### config.mk
export PLATFORM = sky130hd
export DESIGN_NAME = multiword_add_seq_flat
export DESIGN_NICKNAME = d
export VERILOG_FILES = /design/src/rtl/multiword_add_seq_pkg.sv /design/src/rtl/multiword_add_seq_if.sv /design/src/rtl/multiword_add_seq_rca.sv /design/src/rtl/multiword_add_seq.sv /design/src/flat_wrapper.sv
export SDC_FILE = /design/constraint.sdc
export NUM_CORES = 1
export LEC_CHECK = 0
export CORE_MARGIN = 2
export CORE_UTILIZATION = 40
export CTS_CLUSTER_SIZE = 8
export DETAILED_ROUTE_END_ITERATION = 8
export PLACE_DENSITY = 0.65
export SLEW_MARGIN = 20
export SYNTH_ARGS = -nofsm -noshare
export SYNTH_HDL_FRONTEND = slang
export SYNTH_SLANG_ARGS = --single-unit
### constraint.sdc
create_clock -name clk -period 4.27 [get_ports clk]
set_clock_uncertainty 0.15 [all_clocks]
set_input_delay 0.854 -clock clk [delete_from_list [all_inputs] [get_ports clk]]
set_output_delay 0.854 -clock clk [all_outputs]
set_load 0.02 [all_outputs]
### src/rtl/multiword_add_seq_pkg.sv
// Shared definitions for the sequential multiword adder: FSM states and
// a sizing helper for the word index register.
package multiword_add_seq_pkg;

    typedef enum logic [1:0] {
        S_IDLE = 2'd0,
        S_RUN  = 2'd1,
        S_DONE = 2'd2
    } state_t;

    // Word index width; never narrower than one bit.
    function automatic int idx_width(input int words);
        return (words > 2) ? $clog2(words) : 1;
    endfunction

endpackage

### src/rtl/multiword_add_seq_if.sv
// Request/result bundle of the sequential multiword adder.
interface multiword_add_seq_if #(
    parameter int WIDTH = 4,
    parameter int WORDS = 4
);
    logic                   start;
    logic                   sub;
    logic                   cin;
    logic [WIDTH*WORDS-1:0] a;
    logic [WIDTH*WORDS-1:0] b;
    logic                   ready;
    logic                   done;
    logic [WIDTH*WORDS-1:0] sum;
    logic                   cout;

    modport master (
        output start, sub, cin, a, b,
        input  ready, done, sum, cout
    );

    modport slave (
        input  start, sub, cin, a, b,
        output ready, done, sum, cout
    );
endinterface

### src/rtl/multiword_add_seq_rca.sv
// WIDTH-bit ripple-carry adder slice shared by every word of the operation.
module ripple_carry_adder #(
    parameter int WIDTH = 4
) (
    input  logic [WIDTH-1:0] a,
    input  logic [WIDTH-1:0] b,
    input  logic             ci,
    output logic [WIDTH-1:0] s,
    output logic             co
);

    // Bit-serial carry chain; carry held in a scalar to keep the chain flat.
    always_comb begin
        logic cc;
        cc = ci;
        s  = '0;
        for (int unsigned i = 0; i < WIDTH; i++) begin
            s[i] = a[i] ^ b[i] ^ cc;
            cc   = (a[i] & b[i]) | (cc & (a[i] ^ b[i]));
        end
        co = cc;
    end

endmodule

### src/rtl/multiword_add_seq.sv
// Sequential multiword adder/subtractor: one WIDTH-bit adder slice is reused
// for WORDS cycles, carrying between words through a single carry register.
import multiword_add_seq_pkg::*;

module multiword_add_seq #(
    parameter int WIDTH = 4,
    parameter int WORDS = 4
) (
    input  logic               clk,
    input  logic               rst_n,
    multiword_add_seq_if.slave bus
);

    localparam int IDXW  = idx_width(WORDS);
    localparam int TOTAL = WIDTH * WORDS;

    state_t            state;
    state_t            state_nx;
    logic [IDXW-1:0]   idx;
    logic              carry;
    logic              sub_q;
    logic              cout_q;
    logic [TOTAL-1:0]  a_q;
    logic [TOTAL-1:0]  b_q;
    logic [TOTAL-1:0]  sum_q;

    logic              ready_c;
    logic              done_c;
    logic              accept;
    logic              last;
    logic [WIDTH-1:0]  a_w;
    logic [WIDTH-1:0]  b_w;
    logic [WIDTH-1:0]  s_w;
    logic              co_w;

    assign last = (idx == IDXW'(WORDS - 1));

    // Select the current word; B is inverted for subtraction (A + ~B + 1).
    always_comb begin
        a_w = a_q[idx*WIDTH +: WIDTH];
        b_w = b_q[idx*WIDTH +: WIDTH] ^ {WIDTH{sub_q}};
    end

    ripple_carry_adder #(.WIDTH(WIDTH)) u_rca (
        .a  (a_w),
        .b  (b_w),
        .ci (carry),
        .s  (s_w),
        .co (co_w)
    );

    // FSM state register.
    always_ff @(posedge clk or negedge rst_n) begin
        if (!rst_n) state <= S_IDLE;
        else        state <= state_nx;
    end

    // Next state and state-decoded outputs; done/ready depend on state only.
    always_comb begin
        state_nx = state;
        ready_c  = 1'b0;
        done_c   = 1'b0;
        accept   = 1'b0;
        case (state)
            S_IDLE: begin
                ready_c = 1'b1;
                if (bus.start) begin
                    accept   = 1'b1;
                    state_nx = S_RUN;
                end
            end
            S_RUN: begin
                if (last) state_nx = S_DONE;
            end
            S_DONE: begin
                done_c   = 1'b1;
                state_nx = S_IDLE;
            end
            default: state_nx = S_IDLE;
        endcase
    end

    // Operand capture on accept, then one result word per RUN cycle.
    always_ff @(posedge clk or negedge rst_n) begin
        if (!rst_n) begin
            a_q    <= '0;
            b_q    <= '0;
            sub_q  <= 1'b0;
            idx    <= '0;
            carry  <= 1'b0;
            sum_q  <= '0;
            cout_q <= 1'b0;
        end else if (accept) begin
            a_q    <= bus.a;
            b_q    <= bus.b;
            sub_q  <= bus.sub;
            idx    <= '0;
            carry  <= bus.sub | bus.cin;
            sum_q  <= '0;
            cout_q <= 1'b0;
        end else if (state == S_RUN) begin
            sum_q[idx*WIDTH +: WIDTH] <= s_w;
            carry                     <= co_w;
            if (last) cout_q <= co_w;
            else      idx    <= idx + 1'b1;
        end
    end

    assign bus.ready = ready_c;
    assign bus.done  = done_c;
    assign bus.sum   = sum_q;
    assign bus.cout  = cout_q;

endmodule

### src/flat_wrapper.sv
// flat-port wrapper written by rule: the top's interface ports become plain ports
module multiword_add_seq_flat 
#(
    parameter int WIDTH = 4,
    parameter int WORDS = 4
)
  (clk, rst_n, bus_start, bus_sub, bus_cin, bus_a, bus_b, bus_ready, bus_done, bus_sum, bus_cout);
  multiword_add_seq_if #(.WIDTH(WIDTH), .WORDS(WORDS)) bus_i ();
  input  logic clk;
  input  logic rst_n;
  input wire logic [$bits(bus_i.start)-1:0] bus_start;
  input wire logic [$bits(bus_i.sub)-1:0] bus_sub;
  input wire logic [$bits(bus_i.cin)-1:0] bus_cin;
  input wire logic [$bits(bus_i.a)-1:0] bus_a;
  input wire logic [$bits(bus_i.b)-1:0] bus_b;
  output wire logic [$bits(bus_i.ready)-1:0] bus_ready;
  output wire logic [$bits(bus_i.done)-1:0] bus_done;
  output wire logic [$bits(bus_i.sum)-1:0] bus_sum;
  output wire logic [$bits(bus_i.cout)-1:0] bus_cout;
  assign bus_i.start = bus_start;
  assign bus_i.sub = bus_sub;
  assign bus_i.cin = bus_cin;
  assign bus_i.a = bus_a;
  assign bus_i.b = bus_b;
  assign bus_ready = bus_i.ready;
  assign bus_done = bus_i.done;
  assign bus_sum = bus_i.sum;
  assign bus_cout = bus_i.cout;
  multiword_add_seq #(.WIDTH(WIDTH), .WORDS(WORDS)) u_core (.clk(clk), .rst_n(rst_n), .bus(bus_i));
endmodule
==> metrics <==
clk sinks=between 50 and 60; CP max stage cell=dfrtp_1; initial antenna violation count=0; Synth Flop Type=dfrtp_1; Seq cells post-synth=between 50 and 60; CTS Hold Bufs=0; PD cells=832.8 mW/mm2; P_leak=1.368 nW; number of enable flip-flop cells after synthesis=0; Tmin final=between 3 and 4 ns; DP Cell Count=between 300 and 400; post-synthesis sequential area ratio=0.5266; Post-Route WL=4.899 mm; # setup viols final=0; clk slew on worst S/H paths=0.10 ns; number of DRC markers in iteration 0=66; top cells by area, synth=dfrtp_1 53%, mux2_2 13%, mux4_2 6.9%, fa_1 3.1%, inv_1 2.7%; RePlAce Congestion=a little over 0.8; core region area=around 0.0063 mm2; cell mode on critical path=fa_1; DR pass1 iterations=5; critical path, cell by cell=mux4_2 > xor2_1 > fa_1 > inv_1 > fa_1 > fa_1 > fa_1 > nor3_1 > mux2i_1 > nor2_1; crit end category=flop; met2 WL=2.275 mm; Fill cells=577; Area growth syn-to-layout=26.85%; Rows=29; VDD IR max=~0.00061 V; Post-Syn Area=roughly 0.0026 mm2; total CTS buffers=5; FF-to-FF End=u_core.bus.sum[3]; Synth Net Count=240; global route overflow=0; clk_lat worst skew=roughly 0.31 ns; via count=about 1700; crit start category=flop; fmax=0.2860 GHz; ANT cells=0; CTS resizes=0; Final Cycle Share=0.8189; Yosys cell types=32; largest net degree at the start of global routing=45; Critical Path Fanout Max=12; Initial Utilization=0.4116; mean post-synth cell area=about 13 um2; Setup CP Type=flop to flop; I/O pin count=56; clk root buf=clkbuf_8; layout net count=roughly 300; Critical Path RT=4.31 ns; setup slack, reg-to-reg=slightly below 0.8 ns; Comb power frac=0.550; fin cells=roughly 330; setup TNS=0 ns; HP Class=input port to async pin; worst r2r path cells=10; per-cell routed wire length=14.89 um; Vias/cell=5.100; Post-Synthesis Cells=about 200; layout cells sized above 1=0.2222; Max-cap violations=0; detailed placement HPWL=between 3 and 4 mm; Highest Signal Layer=met4; Die Width=84.84 um; r2r startpoint=u_core.idx[0]; clock power share=0.115; Slew @ Worst Pin=0.5439 ns; die height=around 85 um; Port Buf Inserts=55; vias in the first global route=1748; RSZ-0062 raised after global routing=no; Synth async-reset ratio=1.000; most common cell in the netlist=dfrtp_1; part of the power in registers=0.335; first-pass GRT wire length=8.286 mm; cell-internal power=between 1.5 and 2 mW; H-tree depth=2; DRC=0; DIE AREA=between 0.007 and 0.008 mm2; outcome=completed; Hold Vio Cnt, Final=0; worst stage delay on the critical path=0.65 ns; Warnings, synthesis=0; clock buffer depth=2; Routed Antenna Nets=0; DR WL met3=around 260 um; TritonCTS clock tree=built; cell taking the most area after synthesis=dfrtp_1; synth cell count leaders=55 x dfrtp_1, 30 x mux2_2, 19 x inv_1; Slew Viols, Final=0; Max-slew headroom=0.6374; cell family with most CP delay=adder cells; met1 WL=roughly 2.3 mm; crit path buf inv count=1; GRT Resource Usage Total=0.1453; Synth top area share=0.5266; worst endpoint data arrival time=3.54 ns; Post-CTS Setup Repair Bufs=0; Psw=1.063 mW; Sw Ratio=0.3851
==> layout make-up <==
cell class | count | area [um2] | share of cell area
Multi-Input combinational cell | 111 | 1092 | 0.3294
Clock buffer | 7 | 96.34 | 0.02906
Clock inverter | 1 | 7.507 | 0.002264
Sequential cell | 55 | 1376 | 0.4151
Inverter | 19 | 71.32 | 0.02151
Timing Repair Buffer | 59 | 575.6 | 0.1736
Tap cell | 77 | 96.34 | 0.02906
==> registers in the layout, indices dropped and copies added, names as in the netlist <==
name             flops
u_core.idx           2
u_core.bus.cout      1
u_core.a_q          16
u_core.sub_q         1
u_core.bus.sum      16
u_core.state         2
u_core.b_q          16
u_core.carry         1
==> power by group through the flow <==
stage	Sequential, mW	Clock, mW	Combinational [mW]
2_1_floorplan	0.920	0	1.10
3_3_place_gp	0.932	0	1.51
3_5_place_dp	0.939	0	1.53
4_1_cts	0.928	0.328	1.54
5_1_grt	0.961	0.348	1.65
6_report	0.925	0.318	1.52
==> per-layer routing <==
layer  global-route usage  vias to the layer above
met4              0.03463                        0
met5                    0                        -
met3              0.04475                        6
li1                     -                      791
met1               0.1985                      834
met2               0.2298                       47
==> worst max-delay path by stage <==
stage	startpoint	end	slack, ns	cells after the start
CTS	u_core.idx[0]	u_core.bus.sum[3]	0.75	10
global placement	u_core.idx[0]	u_core.bus.sum[3]	0.85	10
detailed placement	u_core.idx[0]	u_core.bus.sum[3]	0.77	10
global route	u_core.idx[0]	u_core.bus.sum[3]	0.58	10
floorplan	u_core.idx[0]	u_core.bus.sum[3]	1.07	11
finish	u_core.idx[0]	u_core.bus.sum[3]	0.77	10
==> per-stage QoR <==
stage | setup slack, ns | hold WS, ns | cell area [um2] | total power [mW] | util
6_report | 0.7732 | 0.3455 | 3316 | 2.761 | 0.5222
5_1_grt | 0.5846 | 0.3687 | 3316 | 2.958 | 0.5222
4_1_cts | 0.7452 | 0.3468 | 3316 | 2.791 | 0.5222
3_5_place_dp | 0.7688 | 0.3244 | 3212 | 2.467 | 0.5058
3_3_place_gp | 0.8511 | 0.3214 | 3212 | 2.437 | 0.5058
2_1_floorplan | 1.073 | 0.3024 | 2614 | 2.017 | -
==> cell families after synthesis <==
family,after synthesis,synth area share
AOI/OAI and AO/OA,22,0.04883
xor gates and xnor gates,5,0.01675
adders and majority gates,8,0.04979
buffers and inverters,29,0.05553
DFF,55,0.5266
muxes,43,0.2188
and+or+nand+nor,33,0.08377
==> placed cells by master, fill, tap and decap left out, types with 3 or more instances in the layout <==
master / netlist / final
fa_1: 4 / 4
clkdlybuf4s50_1: 0 / 54
inv_1: 19 / 19
xnor2_1: 4 / 4
nand4b_1: 4 / 4
buf_4: 3 / 4
dfrtp_1: 55 / 55
mux2_1: 3 / 3
a21oi_1: 8 / 8
mux2_2: 30 / 30
nand2_1: 9 / 9
o22ai_1: 11 / 11
ha_1: 4 / 4
nor3b_2: 3 / 3
nor2_1: 4 / 4
clkbuf_8: 0 / 7
mux4_2: 8 / 8
No activity file was read; power rests on OpenSTA's default activity.
